===== config.mk =====
export PLATFORM = sky130hd
export DESIGN_NAME = sum_accumulator
export DESIGN_NICKNAME = d
export VERILOG_FILES = /design/src/rtl/sum_accumulator.sv
export SDC_FILE = /design/constraint.sdc
export NUM_CORES = 1
export LEC_CHECK = 0
export ABC_CLOCK_PERIOD_IN_PS = 3900
export BUFFER_PORTS_ARGS = -buffer_cell sky130_fd_sc_hd__buf_2
export CORE_MARGIN = 2
export CORE_UTILIZATION = 29
export CTS_CLUSTER_SIZE = 20
export DETAILED_ROUTE_END_ITERATION = 10
export PLACE_DENSITY = 0.43
export SLEW_MARGIN = 20
export SYNTH_ARGS = -nofsm -noshare
export SYNTH_HDL_FRONTEND = slang
export SYNTH_SLANG_ARGS = --single-unit

===== constraint.sdc =====
create_clock -name clk -period 3.9 [get_ports clk]
set_clock_uncertainty 0.1 [all_clocks]
set_input_delay 0.78 -clock clk [delete_from_list [all_inputs] [get_ports clk]]
set_output_delay 0.78 -clock clk [all_outputs]
set_load 0.02 [all_outputs]

===== src/rtl/sum_accumulator.sv =====
// Accumulates bursts of BURST adder results (sum plus carry-out) and reports
// the 2N-bit total and the carry count over a valid/ready handshake.
module sum_accumulator #(
    parameter int N     = 32,
    parameter int BURST = 8
) (
    input  logic             clk,
    input  logic             rst,
    input  logic             en,
    input  logic             clr,
    input  logic             in_valid,
    output logic             in_ready,
    input  logic [N-1:0]     in_sum,
    input  logic             in_cout,
    output logic             out_valid,
    input  logic             out_ready,
    output logic [2*N-1:0]   out_total,
    output logic [15:0]      out_ovf
);

    localparam int ACC_W = 2 * N;
    localparam logic [15:0] LAST_CNT = 16'(BURST - 1);

    typedef enum logic [1:0] {
        IDLE,
        ACCUM,
        REPORT
    } state_t;

    state_t             state_q;
    logic [ACC_W-1:0]   acc_q, acc_d;
    logic [15:0]        cnt_q, cnt_d;
    logic [15:0]        ovf_q, ovf_d;
    logic               accept;

    // rst gates in_ready so nothing can look accepted while reset is held.
    assign in_ready = (state_q == ACCUM) && en && !clr && !rst;
    assign accept   = in_valid && in_ready;

    always_comb begin
        acc_d = acc_q + ACC_W'({in_cout, in_sum});
        cnt_d = cnt_q + 16'd1;
        ovf_d = ovf_q + {15'd0, in_cout};
    end

    always_ff @(posedge clk) begin
        if (rst) begin
            state_q <= IDLE;
            acc_q   <= '0;
            cnt_q   <= '0;
            ovf_q   <= '0;
        end else if (clr) begin
            state_q <= en ? ACCUM : IDLE;
            acc_q   <= '0;
            cnt_q   <= '0;
            ovf_q   <= '0;
        end else begin
            case (state_q)
                IDLE: begin
                    if (en) begin
                        state_q <= ACCUM;
                    end
                end
                ACCUM: begin
                    if (accept) begin
                        acc_q <= acc_d;
                        cnt_q <= cnt_d;
                        ovf_q <= ovf_d;
                        if (cnt_q == LAST_CNT) begin
                            state_q <= REPORT;
                        end
                    end else if (!en && cnt_q == 16'd0) begin
                        state_q <= IDLE;
                    end
                end
                REPORT: begin
                    // Results stay frozen in the registers until the handshake.
                    if (out_ready) begin
                        state_q <= ACCUM;
                        acc_q   <= '0;
                        cnt_q   <= '0;
                        ovf_q   <= '0;
                    end
                end
                default: begin
                    state_q <= IDLE;
                end
            endcase
        end
    end

    assign out_valid = (state_q == REPORT);
    assign out_total = acc_q;
    assign out_ovf   = ovf_q;

endmodule


==> summary by stage, run 1 <==
Worst hold path
The type of the worst min-delay path is register to register. The worst hold path was traced through 2 stages.

Timing
The final max-slew violation count was 0. For this run, the top clock speed supported by timing is about 300 MHz. The final critical path time including I/O delays and setup is ~3.3 ns. The tightest hold path in the finished design has a slack of between 0.3 and 0.4 ns.

The final period utilization is 85.06%. The summed negative setup slack over all endpoints is 0 ns. Setup repair after global routing left no endpoint under its margin. The worst relative slew slack is 35.54%. The final-report hold violation count is 0.

The setup violation total in the final timing report is 0. The pin slew with the least headroom to its limit is 0.9648 ns.

Synth
In the synthesized netlist the async set-or-reset flop fraction comes to 0%. Ranked by total cell area, the synthesized netlist is headed by sky130_fd_sc_hd__dfxtp_1, sky130_fd_sc_hd__ha_1, sky130_fd_sc_hd__nor2_1. The share of the synthesized area in the top cell type is 32.42%. The number of distinct library cells after synthesis is 61. Counting flops with a built-in enable in the synthesized netlist gives 0.

Sequential cells were found to cover 32.42% of the synthesized design area. In this run the cell area of the synthesized design comes to 0.006051 mm². The commonest cells after synthesis are sky130_fd_sc_hd__dfxtp_1, sky130_fd_sc_hd__nor2_1, sky130_fd_sc_hd__nand2_1. The leading register cell type out of synthesis is sky130_fd_sc_hd__dfxtp_1.

In this run, synthesis produced a sequential element count of a little under 100. The largest area contributor in the synthesized netlist is sky130_fd_sc_hd__dfxtp_1. The number of instances in the synthesized netlist is 747. The synthesis warning total is 0.

Each instance of the synthesized netlist takes up on average 8.100 µm². The net count after synthesis is around 830. In the post-synthesis netlist, the cell with the most instances is sky130_fd_sc_hd__dfxtp_1.

CTS
The clock net in this run drives a total of 98 sinks. The tree is rooted in a sky130_fd_sc_hd__clkbuf_16. The count of hold-fix buffers inserted at cts is 0. The longest clock path from root to sink contains 2 buffers. The clock tree from TritonCTS is built.

The post-CTS setup buffer count is 0. The latest clock arrival within the worst-skew pair is between 0.3 and 0.4 ns. The number of cells upsized or downsized after cts is 0. The H-tree level count is 3. Counting the buffers created by CTS gives 9. Clock-pin slew was measured on the worst setup and hold paths at roughly 0.080 ns.

Finish
The number of standard cells in the layout, taps in and fillers out is about 1100. Counting the fill cells in the layout gives approximately 2200. Cells with a size suffix above 1 make up 19.82% of the layout. The finished cells cover between 0.007 and 0.008 mm². The number of nets at the end of the flow is approximately 950. Summing all multi-input logic gate instances after layout gives 0.003900 mm². The area growth from synthesis to layout is 20.80%. Across the whole layout, storage elements account for 0.001962 mm². The antenna diode count is 0.

Critical path
For this run, the slowest stage of the critical path takes 0.42 ns. Walking the worst path, the cells encountered are buf_2, ha_1, inv_1, fa_1, nand2b_1, a21oi_1, o211ai_1, a211oi_2, o2111ai_1, a31o_2, a2111oi_0, nand3b_1. The slowest cell on the critical path is sky130_fd_sc_hd__a211oi_2.

The critical path is of the input port to register type. The top fanout value on the critical path is 4. The required time at the endpoint of the critical path is 4.10 ns. The worst register-to-register path has a depth of 11.

The worst setup path is captured at a register. The arrival time reported for the critical path endpoint is 3.51 ns. The worst setup path is launched from an input port.

Global routing
The number of global-route vias before repair came to 5709. The wire length of the first global-routing pass is 28450 µm. Global routing used between 10% and 20% of the available tracks across all layers.

The global-route congestion overflow total is 0. The initial antenna violation count is 0. Entering global routing, the biggest net connects 25 pins.

Floorplanning
For this configuration, the core starts out at a cell density of 29.71%. After floorplanning, the core was sized to cover 0.02036 mm². 121 I/O pins were placed.

The x dimension of the die is 148.4 µm. The die area is 0.02204 mm². The vertical extent of the die is 148.4 µm. The standard-cell row count is 52.

Placement
In this run the cell area measured after placement is 0.007025 mm². The congestion estimate from routability-driven global placement came to 0.8348. The count of buffers inserted at the top-level ports is 120. The HPWL reported at the end of detailed placement is 13130 µm. Once placement completed, the tool counted placed cells totaling between 1000 and 1500.

Routing
The first routing iteration left 314 violations. After detailed routing, the total wire length is 17260 µm. The remaining design rule violation count is 0.

The per-cell via count in the routed design is just over 5. The detail-routed net length per standard cell is 15.10 µm. For this block, the via count after detailed routing is slightly below 6000. Once detail routing completed, the nets flagged for antenna violations numbered 0. The detailed-routing iteration count for the pre-antenna-repair pass is 4.

Job
The tool flagged a number of max-cap violations equal to 0.

Power
The largest voltage drop on the vdd net is 0.2074 mV. The total power divided by cell area is 305.7 mW/mm². The leakage power summed over all cells is ~3.2 nW.

Status
The flow ran to the end, and the final reports show no timing, DRC or antenna violations.
[through the flow]
step | worst slack, ns | power, mW | utilization (%)
floorplan | 0.5714 | 1.262 | -
global placement | 0.3023 | 1.367 | 34.50
detailed placement | 0.2370 | 1.368 | 34.50
CTS | 0.6059 | 2.274 | 35.89
global route | 0.3396 | 2.354 | 35.89
finish | 0.5826 | 2.234 | 35.89
[layout make-up]
type	count	area share [%]
Multi-Input combinational cell	596	53.36
Sequential cell	98	26.84
Timing Repair Buffer	137	9.962
Tap cell	270	4.622
Clock buffer	9	3.081
Inverter	26	1.335
Clock inverter	7	0.8045
[critical path: cells and delay by family]
kind / cells / cell delay (ns)
compound gates: 6 / 1.71
buf+inv: 2 / 0.14
simple gates: 2 / 0.34
fa+ha+maj: 2 / 0.55
[path summary, 6_finish.rpt]
check,endpoint,slack [ns],start
max,out_total[32],0.58,in_sum[0]
min,out_total[30],0.37,out_total[30]
max reg2reg,out_total[32],0.71,out_total[0]
min reg2reg,out_total[30],0.37,out_total[30]
[sequential cells by signal, indices dropped and copies added (netlist names)]
register and cells:
cnt_q 16, out_ovf 16, out_total 64, state_q 2
[layout by cell type (no fill, tap or decap), drive strengths merged, types with 8 or more instances in the layout]
cell type,count
ha,41
and3,19
o2111ai,9
nand3,27
clkbuf,9
a21oi,51
a21o,10
a211oi,14
buf,137
xor2,28
nand2,73
o21ai,40
mux2i,14
nor2,90
inv,30
dfxtp,98
nand2b,20
xnor2,27
nand4,19
a22oi,15
nor3,8
[cells by family after synthesis]
group / after synthesis / share of synthesized area (%)
AND/OR/NAND/NOR: 291 / 23.06
AO/OA/AOI/OAI: 194 / 22.06
flip-flops: 98 / 32.42
XOR/XNOR: 55 / 7.961
buffers and inverters: 53 / 3.370
adder cells (fa/ha/maj): 42 / 8.809
multiplexers: 14 / 2.316
[power by group]
part           internal (mW)  leakage, nW  switching [mW]
logic                  0.119         2.26           0.202
registers               1.01        0.791          0.0103
clock network          0.445        0.139           0.446
[routing by layer]
layer / global-route usage (%) / wire length [µm] / up-vias
met1: 21.60 / 8491 / 2732
met3: 2.209 / 578 / 12
li1: - / - / 2955
met2: 25.56 / 7946 / 101
met5: 0 / 0 / -
met4: 5.286 / 238 / 0
No activity file was read; power rests on OpenSTA's default activity.
==> run 2: changes to the inputs <==
--- a/config.mk
+++ b/config.mk
@@ -8,10 +8,10 @@
 export ABC_CLOCK_PERIOD_IN_PS = 3900
 export BUFFER_PORTS_ARGS = -buffer_cell sky130_fd_sc_hd__buf_2
 export CORE_MARGIN = 2
-export CORE_UTILIZATION = 29
+export CORE_UTILIZATION = 45
 export CTS_CLUSTER_SIZE = 20
 export DETAILED_ROUTE_END_ITERATION = 10
-export PLACE_DENSITY = 0.43
+export PLACE_DENSITY = 0.63
 export SLEW_MARGIN = 20
 export SYNTH_ARGS = -nofsm -noshare
 export SYNTH_HDL_FRONTEND = slang
==> summary by stage, run 2 (synthesis gave the netlist of run 1 again) <==
Routing
The number of DRC markers after the initial detailed-route iteration is 253 (was 314). The detailed-routing iteration count for the pre-antenna-repair pass is 4 (unchanged). The per-cell via count in the routed design came to 5.590 (was 5.074). The routed wire length is 15380 µm (was 17260 µm). The detail-routed net length per standard cell is 14.75 µm (was 15.10 µm). The number of nets with antenna violations after routing came to 0 (unchanged). The remaining design rule violation count is 0 (unchanged).

The via count of the routed design is 5830 (was 5800).

CTS
The clock root buffer master is sky130_fd_sc_hd__clkbuf_16 (unchanged). The clock tree from TritonCTS is built (unchanged). The clock-pin slew on the worst setup and hold paths is 0.07 ns (was 0.08 ns). The H-tree level count is 3 (unchanged). The maximum buffer depth of the clock tree was 2 (unchanged). The latest clock arrival within the worst-skew pair is 0.36 ns (was 0.35 ns). The number of clock sinks is 98 (unchanged). The count of hold-fix buffers inserted at cts is 0 (unchanged). The clock buffer count from CTS is 9 (unchanged). The number of cells upsized or downsized after cts came to 0 (unchanged). The post-CTS setup buffer count came to 0 (unchanged).

Floorplanning
The die area is 0.01439 mm² (was 0.02204 mm²). The count of pins on the block boundary is 121 (unchanged). The placeable core area is 0.01319 mm² (was 0.02036 mm²). The x dimension of the die was 120.0 µm (was 148.4 µm). The standard-cell row count is 42 (was 52). The vertical extent of the die is 120.0 µm (was 148.4 µm). The starting density of the core is 45.87% (was 29.71%).

Placement
The final weighted congestion in routability-driven placement came to 0.9253 (was 0.8348). The setup slack at placement came to 0.2084 ns (was 0.2370 ns). The count of buffers inserted at the top-level ports is 120 (unchanged). The HPWL reported at the end of detailed placement is 11660 µm (was 13130 µm).

Timing
The minimum setup slack in the final design is 0.5404 ns (was 0.5826 ns). The final-report hold violation count is 0 (unchanged). The worst relative slew slack was 40.03% (was 35.54%). The pin slew with the least headroom to its limit is 0.8978 ns (was 0.9648 ns). The summed negative setup slack over all endpoints was 0 ns (unchanged). The final critical path time including I/O delays and setup came to 3.360 ns (was 3.317 ns). The setup violation total in the final timing report is 0 (unchanged).

RSZ-0062 raised after global routing: false (unchanged). The final max-slew violation count came to 0 (unchanged). The fmax was 297.7 MHz (was 301.4 MHz). The final period utilization came to 86.14% (was 85.06%).

Power
The largest voltage drop on the vdd net is 0.1903 mV (was 0.2074 mV). The leakage power summed over all cells is 3.164 nW (was 3.189 nW). The total power divided by cell area is 311.6 mW/mm² (was 305.7 mW/mm²).

Finish
Top library cells by usage in the layout, fill and taps aside: sky130_fd_sc_hd__buf_2, sky130_fd_sc_hd__dfxtp_1, sky130_fd_sc_hd__nor2_1, sky130_fd_sc_hd__nand2_1, sky130_fd_sc_hd__a21oi_1 (unchanged). The flip-flop count of the largest register, all copies and words added is 64 (unchanged). The ratio of cells with drive above 1 in the final layout came to 19.26% (was 19.82%). The number of nets at the end of the flow is 943 (was 949).

The leading cell type in the layout, fill and taps excluded is sky130_fd_sc_hd__buf_2 (unchanged). The area growth from synthesis to layout is 18.32% (was 20.80%). The antenna diode count is 0 (unchanged).

Critical path
The worst setup slack for register-to-register paths was 0.68 ns (was 0.71 ns). The required time at the endpoint of the critical path is 4.09 ns (was 4.10 ns). The capturing point of the worst reg2reg path is out_total[32] (unchanged).

The top fanout value on the critical path is 4 (unchanged). The arrival time reported for the critical path endpoint is 3.55 ns (was 3.51 ns). The element type at the critical path start is an input port (unchanged).

The startpoint of the worst-slack reg-to-reg timing path is out_total[0] (unchanged). The category of the worst setup path capture point is a register (unchanged). The category of the critical setup timing path is input port to register (unchanged).

The number of cells on the worst reg-to-reg path is 11 (unchanged).

Global routing
The number of global-route vias before repair is 5343 (was 5709). The initial antenna violation count is 0 (unchanged). The all-layer global routing usage is 21.30% (was 15.78%). The wire length of the first global-routing pass is 25230 µm (was 28450 µm).

The global-route congestion overflow total was 0 (unchanged). The largest net degree at the start of global routing is 25 (unchanged).

Worst hold path
The hold path endpoint is out_total[23] (was out_total[30]). The count of cells along the worst hold path is 2 (unchanged). The type of the worst min-delay path is register to register (unchanged). The launch instance of the worst min-delay path is out_total[23] (was out_total[30]).

Status
Status: finished clean (unchanged).

Job
The max capacitance violation total was 0 (unchanged).
run 2: cell count changes in the layout (fill, tap and decap cells not counted), sizes merged:
cell / before / now
buf: 137 / 131
clkinv: 2 / 3
inv: 30 / 29
run 2: where the power goes:
part / leakage (nW) / switching, mW / internal (mW)
registers: 0.791 / 0.0101 / 1.01
logic: 2.23 / 0.197 / 0.117
clock network: 0.144 / 0.442 / 0.452
total: 3.16 / 0.650 / 1.58
run 2: area by class of cell:
class,instances,area (µm²)
Inverter,26,97.59
Clock inverter,7,71.32
Clock buffer,9,225.2
Tap cell,176,220.2
Fill cell,1286,6031
Multi-Input combinational cell,596,3900
Timing Repair Buffer,131,683.2
Sequential cell,98,1962
run 2: worst max path at each step:
stage / depth (start not counted) / slack [ns] / from / endpoint
finish: 12 / 0.54 / in_sum[0] / out_total[32]
CTS: 12 / 0.55 / in_sum[0] / out_total[32]
global route: 12 / 0.33 / in_sum[0] / out_total[52]
global placement: 13 / 0.30 / in_sum[0] / out_total[54]
detailed placement: 12 / 0.21 / in_sum[0] / out_total[32]
floorplan: 11 / 0.57 / in_sum[0] / out_total[54]
run 2: metrics by stage:
step / instances / hold slack (ns) / utilization [%] / total power [mW] / cell area (µm²)
after CTS: 1043 / 0.3854 / 54.28 / 2.256 / 7159
final: 1043 / 0.3765 / 54.28 / 2.231 / 7159
after global placement: 1027 / 0.3654 / 52.03 / 1.353 / 6863
after detailed placement: 1027 / 0.3736 / 52.03 / 1.358 / 6863
after floorplan: 747 / 0.3710 / - / 1.262 / 6051
after global routing: 1043 / 0.3987 / 54.28 / 2.333 / 7159
run 2: routing by layer:
layer | vias up | share of wire (%) | track usage, %
met4 | 0 | 2.0 | 8.088
met3 | 19 | 4.4 | 2.947
met5 | - | 0 | 0
li1 | 2930 | - | -
met1 | 2733 | 48 | 29.10
met2 | 148 | 46 | 34.06
run 2: critical path, cell delays in order:
cell	delay (ns)
sky130_fd_sc_hd__buf_2	0.08
sky130_fd_sc_hd__ha_1	0.19
sky130_fd_sc_hd__inv_1	0.07
sky130_fd_sc_hd__fa_1	0.37
sky130_fd_sc_hd__nand2b_1	0.19
sky130_fd_sc_hd__a21oi_1	0.28
sky130_fd_sc_hd__o211ai_1	0.25
sky130_fd_sc_hd__a211oi_2	0.36
sky130_fd_sc_hd__o2111ai_1	0.18
sky130_fd_sc_hd__a31o_2	0.27
sky130_fd_sc_hd__a2111oi_0	0.37
sky130_fd_sc_hd__nand3b_1	0.15
==> run 3: changes to the inputs <==
--- a/config.mk
+++ b/config.mk
@@ -7,7 +7,6 @@
 export LEC_CHECK = 0
 export ABC_CLOCK_PERIOD_IN_PS = 3900
 export BUFFER_PORTS_ARGS = -buffer_cell sky130_fd_sc_hd__buf_2
-export CORE_MARGIN = 2
 export CORE_UTILIZATION = 45
 export CTS_CLUSTER_SIZE = 20
 export DETAILED_ROUTE_END_ITERATION = 10
==> summary by stage, run 3 (synthesis gave the netlist of run 1 again) <==
Status
Status: finished clean (unchanged).

Finish
The area growth from synthesis to layout is 18.03% (was 18.32%). The flip-flop count of the largest register, all copies and words added is 64 (unchanged). The fill cell total of the finished layout is 1229 (was 1286). The number of standard cells in the layout, taps in and fillers out came to 1040 (was 1043). The number of nets at the end of the flow came to 943 (unchanged). The post-layout instance area is 0.007142 mm² (was 0.007159 mm²).

Top library cells by usage in the layout, fill and taps aside: sky130_fd_sc_hd__buf_2, sky130_fd_sc_hd__dfxtp_1, sky130_fd_sc_hd__nor2_1, sky130_fd_sc_hd__nand2_1, sky130_fd_sc_hd__a21oi_1 (unchanged). The ratio of cells with drive above 1 in the final layout is 19.15% (was 19.26%). The leading cell type in the layout, fill and taps excluded was sky130_fd_sc_hd__buf_2 (unchanged).

Critical path
The arrival time reported for the critical path endpoint is 3.42 ns (was 3.55 ns). The maximum cell stage delay along the critical path is 0.44 ns (was 0.37 ns). The element type at the critical path start is an input port (unchanged). The critical path's top delay family is compound AO/OA/AOI/OAI gates (unchanged). Worst-path cell chain: buf_2, ha_1, a21oi_4, a21oi_1, or3_1, a221o_2, o21ai_2, a211oi_2, nand3_1, mux2i_1 (was buf_2, ha_1, inv_1, fa_1, nand2b_1, a21oi_1, o211ai_1, a211oi_2, o2111ai_1, a31o_2, a2111oi_0, nand3b_1). The required time at the endpoint of the critical path was 4.07 ns (was 4.09 ns).

The top fanout value on the critical path is 10 (was 4). The slowest cell on the critical path is sky130_fd_sc_hd__o21ai_2 (was sky130_fd_sc_hd__fa_1). The category of the worst setup path capture point is a register (unchanged). The category of the critical setup timing path is input port to register (unchanged).

The buffer and inverter count on the worst path is 1 (was 2).

Timing
The final critical path time including I/O delays and setup is 3.245 ns (was 3.360 ns). The fmax is 308.2 MHz (was 297.7 MHz). The final max-slew violation count is 0 (unchanged).

The worst relative slew slack came to 40.03% (about the same). RSZ-0062 raised after global routing: false (unchanged). The summed negative setup slack over all endpoints is 0 ns (unchanged). The setup violation total in the final timing report was 0 (unchanged). The minimum setup slack in the final design is 0.6554 ns (was 0.5404 ns). The pin slew with the least headroom to its limit was 0.8977 ns (was 0.8978 ns). The final period utilization is 83.20% (was 86.14%). The final-report hold violation count came to 0 (unchanged).

CTS
The count of hold-fix buffers inserted at cts is 0 (unchanged). The clock buffer count from CTS is 9 (unchanged). The clock root buffer master is sky130_fd_sc_hd__clkbuf_16 (unchanged). The maximum buffer depth of the clock tree is 2 (unchanged). The number of clock sinks is 98 (unchanged). The number of cells upsized or downsized after cts is 0 (unchanged). The latest clock arrival within the worst-skew pair came to 0.35 ns (was 0.36 ns). The H-tree level count is 3 (unchanged). The clock tree from TritonCTS is built (unchanged). The clock-pin slew on the worst setup and hold paths is 0.07 ns (about the same). The post-CTS setup buffer count is 0 (unchanged).

Routing
The routed wire length came to 15430 µm (was 15380 µm). The remaining design rule violation count is 0 (unchanged). The number of DRC markers after the initial detailed-route iteration is 379 (was 253).

The detailed-routing iteration count for the pre-antenna-repair pass is 5 (was 4). The number of nets with antenna violations after routing is 0 (unchanged). The via count of the routed design is 5815 (was 5830). The detail-routed net length per standard cell came to 14.83 µm (was 14.75 µm). The per-cell via count in the routed design came to 5.591 (was 5.590).

Floorplanning
The vertical extent of the die is 118.0 µm (was 120.0 µm). The starting density of the core was 46.99% (was 45.87%). The placeable core area was 0.01288 mm² (was 0.01319 mm²). The die area came to 0.01391 mm² (was 0.01439 mm²). The standard-cell row count is 41 (was 42).

The count of pins on the block boundary came to 121 (unchanged). The x dimension of the die is 118.0 µm (was 120.0 µm).

Power
The total power divided by cell area came to 307.7 mW/mm² (was 311.6 mW/mm²). The leakage power summed over all cells was 3.157 nW (was 3.164 nW). The largest voltage drop on the vdd net is 0.1771 mV (was 0.1903 mV).

Job
The max capacitance violation total was 0 (unchanged).

Placement
The final weighted congestion in routability-driven placement was 0.9027 (was 0.9253). The post-placement cell area is 0.006858 mm² (was 0.006863 mm²). The post-placement cell count is 1023 (was 1027).

The setup slack at placement is 0.3276 ns (was 0.2084 ns). The HPWL reported at the end of detailed placement was 11600 µm (was 11660 µm). The count of buffers inserted at the top-level ports is 120 (unchanged).

Global routing
The number of global-route vias before repair is 5485 (was 5343). The wire length of the first global-routing pass was 25930 µm (was 25230 µm). The initial antenna violation count was 1 (was 0).

The global-route congestion overflow total is 0 (unchanged). The all-layer global routing usage is 22.43% (was 21.30%). The largest net degree at the start of global routing came to 34 (was 25).

Worst hold path
The type of the worst min-delay path is register to register (unchanged).
## run 3: through the flow
| step | util, % | power (mW) | hold slack, ns |
|---|---|---|---|
| finish | 55.47 | 2.197 | 0.3823 |
| global route | 55.47 | 2.291 | 0.4125 |
| CTS | 55.45 | 2.215 | 0.3867 |
| detailed placement | 53.26 | 1.355 | 0.3753 |
| global placement | 53.26 | 1.351 | 0.3634 |
| floorplan | - | 1.262 | 0.3710 |
## run 3: layout make-up
class	count	area (µm²)	area share (%)
antenna	1	2.502	0.03504
clock buffer	11	242.7	3.399
clock inverter	5	38.79	0.5431
inverter	26	97.59	1.367
multi-input combinational	596	3900	54.61
sequential	98	1962	27.47
tap	172	215.2	3.013
timing repair buffer	131	683.2	9.566
## run 3: worst reg2reg max path, delay by kind of cell (launching register included)
family                     cells  cell delay (ns)
AOI/OAI and AO/OA              6             1.58
adders and majority gates      2             0.57
DFF                            1             0.36
and+or+nand+nor                2             0.34
buffers and inverters          1             0.06
## run 3: worst paths after layout
path / startpoint / end / slack [ns] / cells after the start
max: in_sum[9] / out_total[57] / 0.66 / 10
min: out_total[27] / out_total[27] / 0.38 / 2
max reg2reg: out_total[0] / out_total[32] / 0.84 / 11
min reg2reg: out_total[27] / out_total[27] / 0.38 / 2
## run 3: report_power, final
part	switching [mW]	internal (mW)
clock network	0.409	0.454
logic	0.195	0.115
registers	0.0104	1.01
## run 3: layer usage
layer	wire, µm	GRT usage, %	part of all wire [%]	vias up
met1	7241	29.51	47	2717
met3	721	3.198	4.7	23
met5	0	0	0	-
met2	7172	36.91	46	138
li1	-	-	-	2937
met4	291	8.654	1.9	0
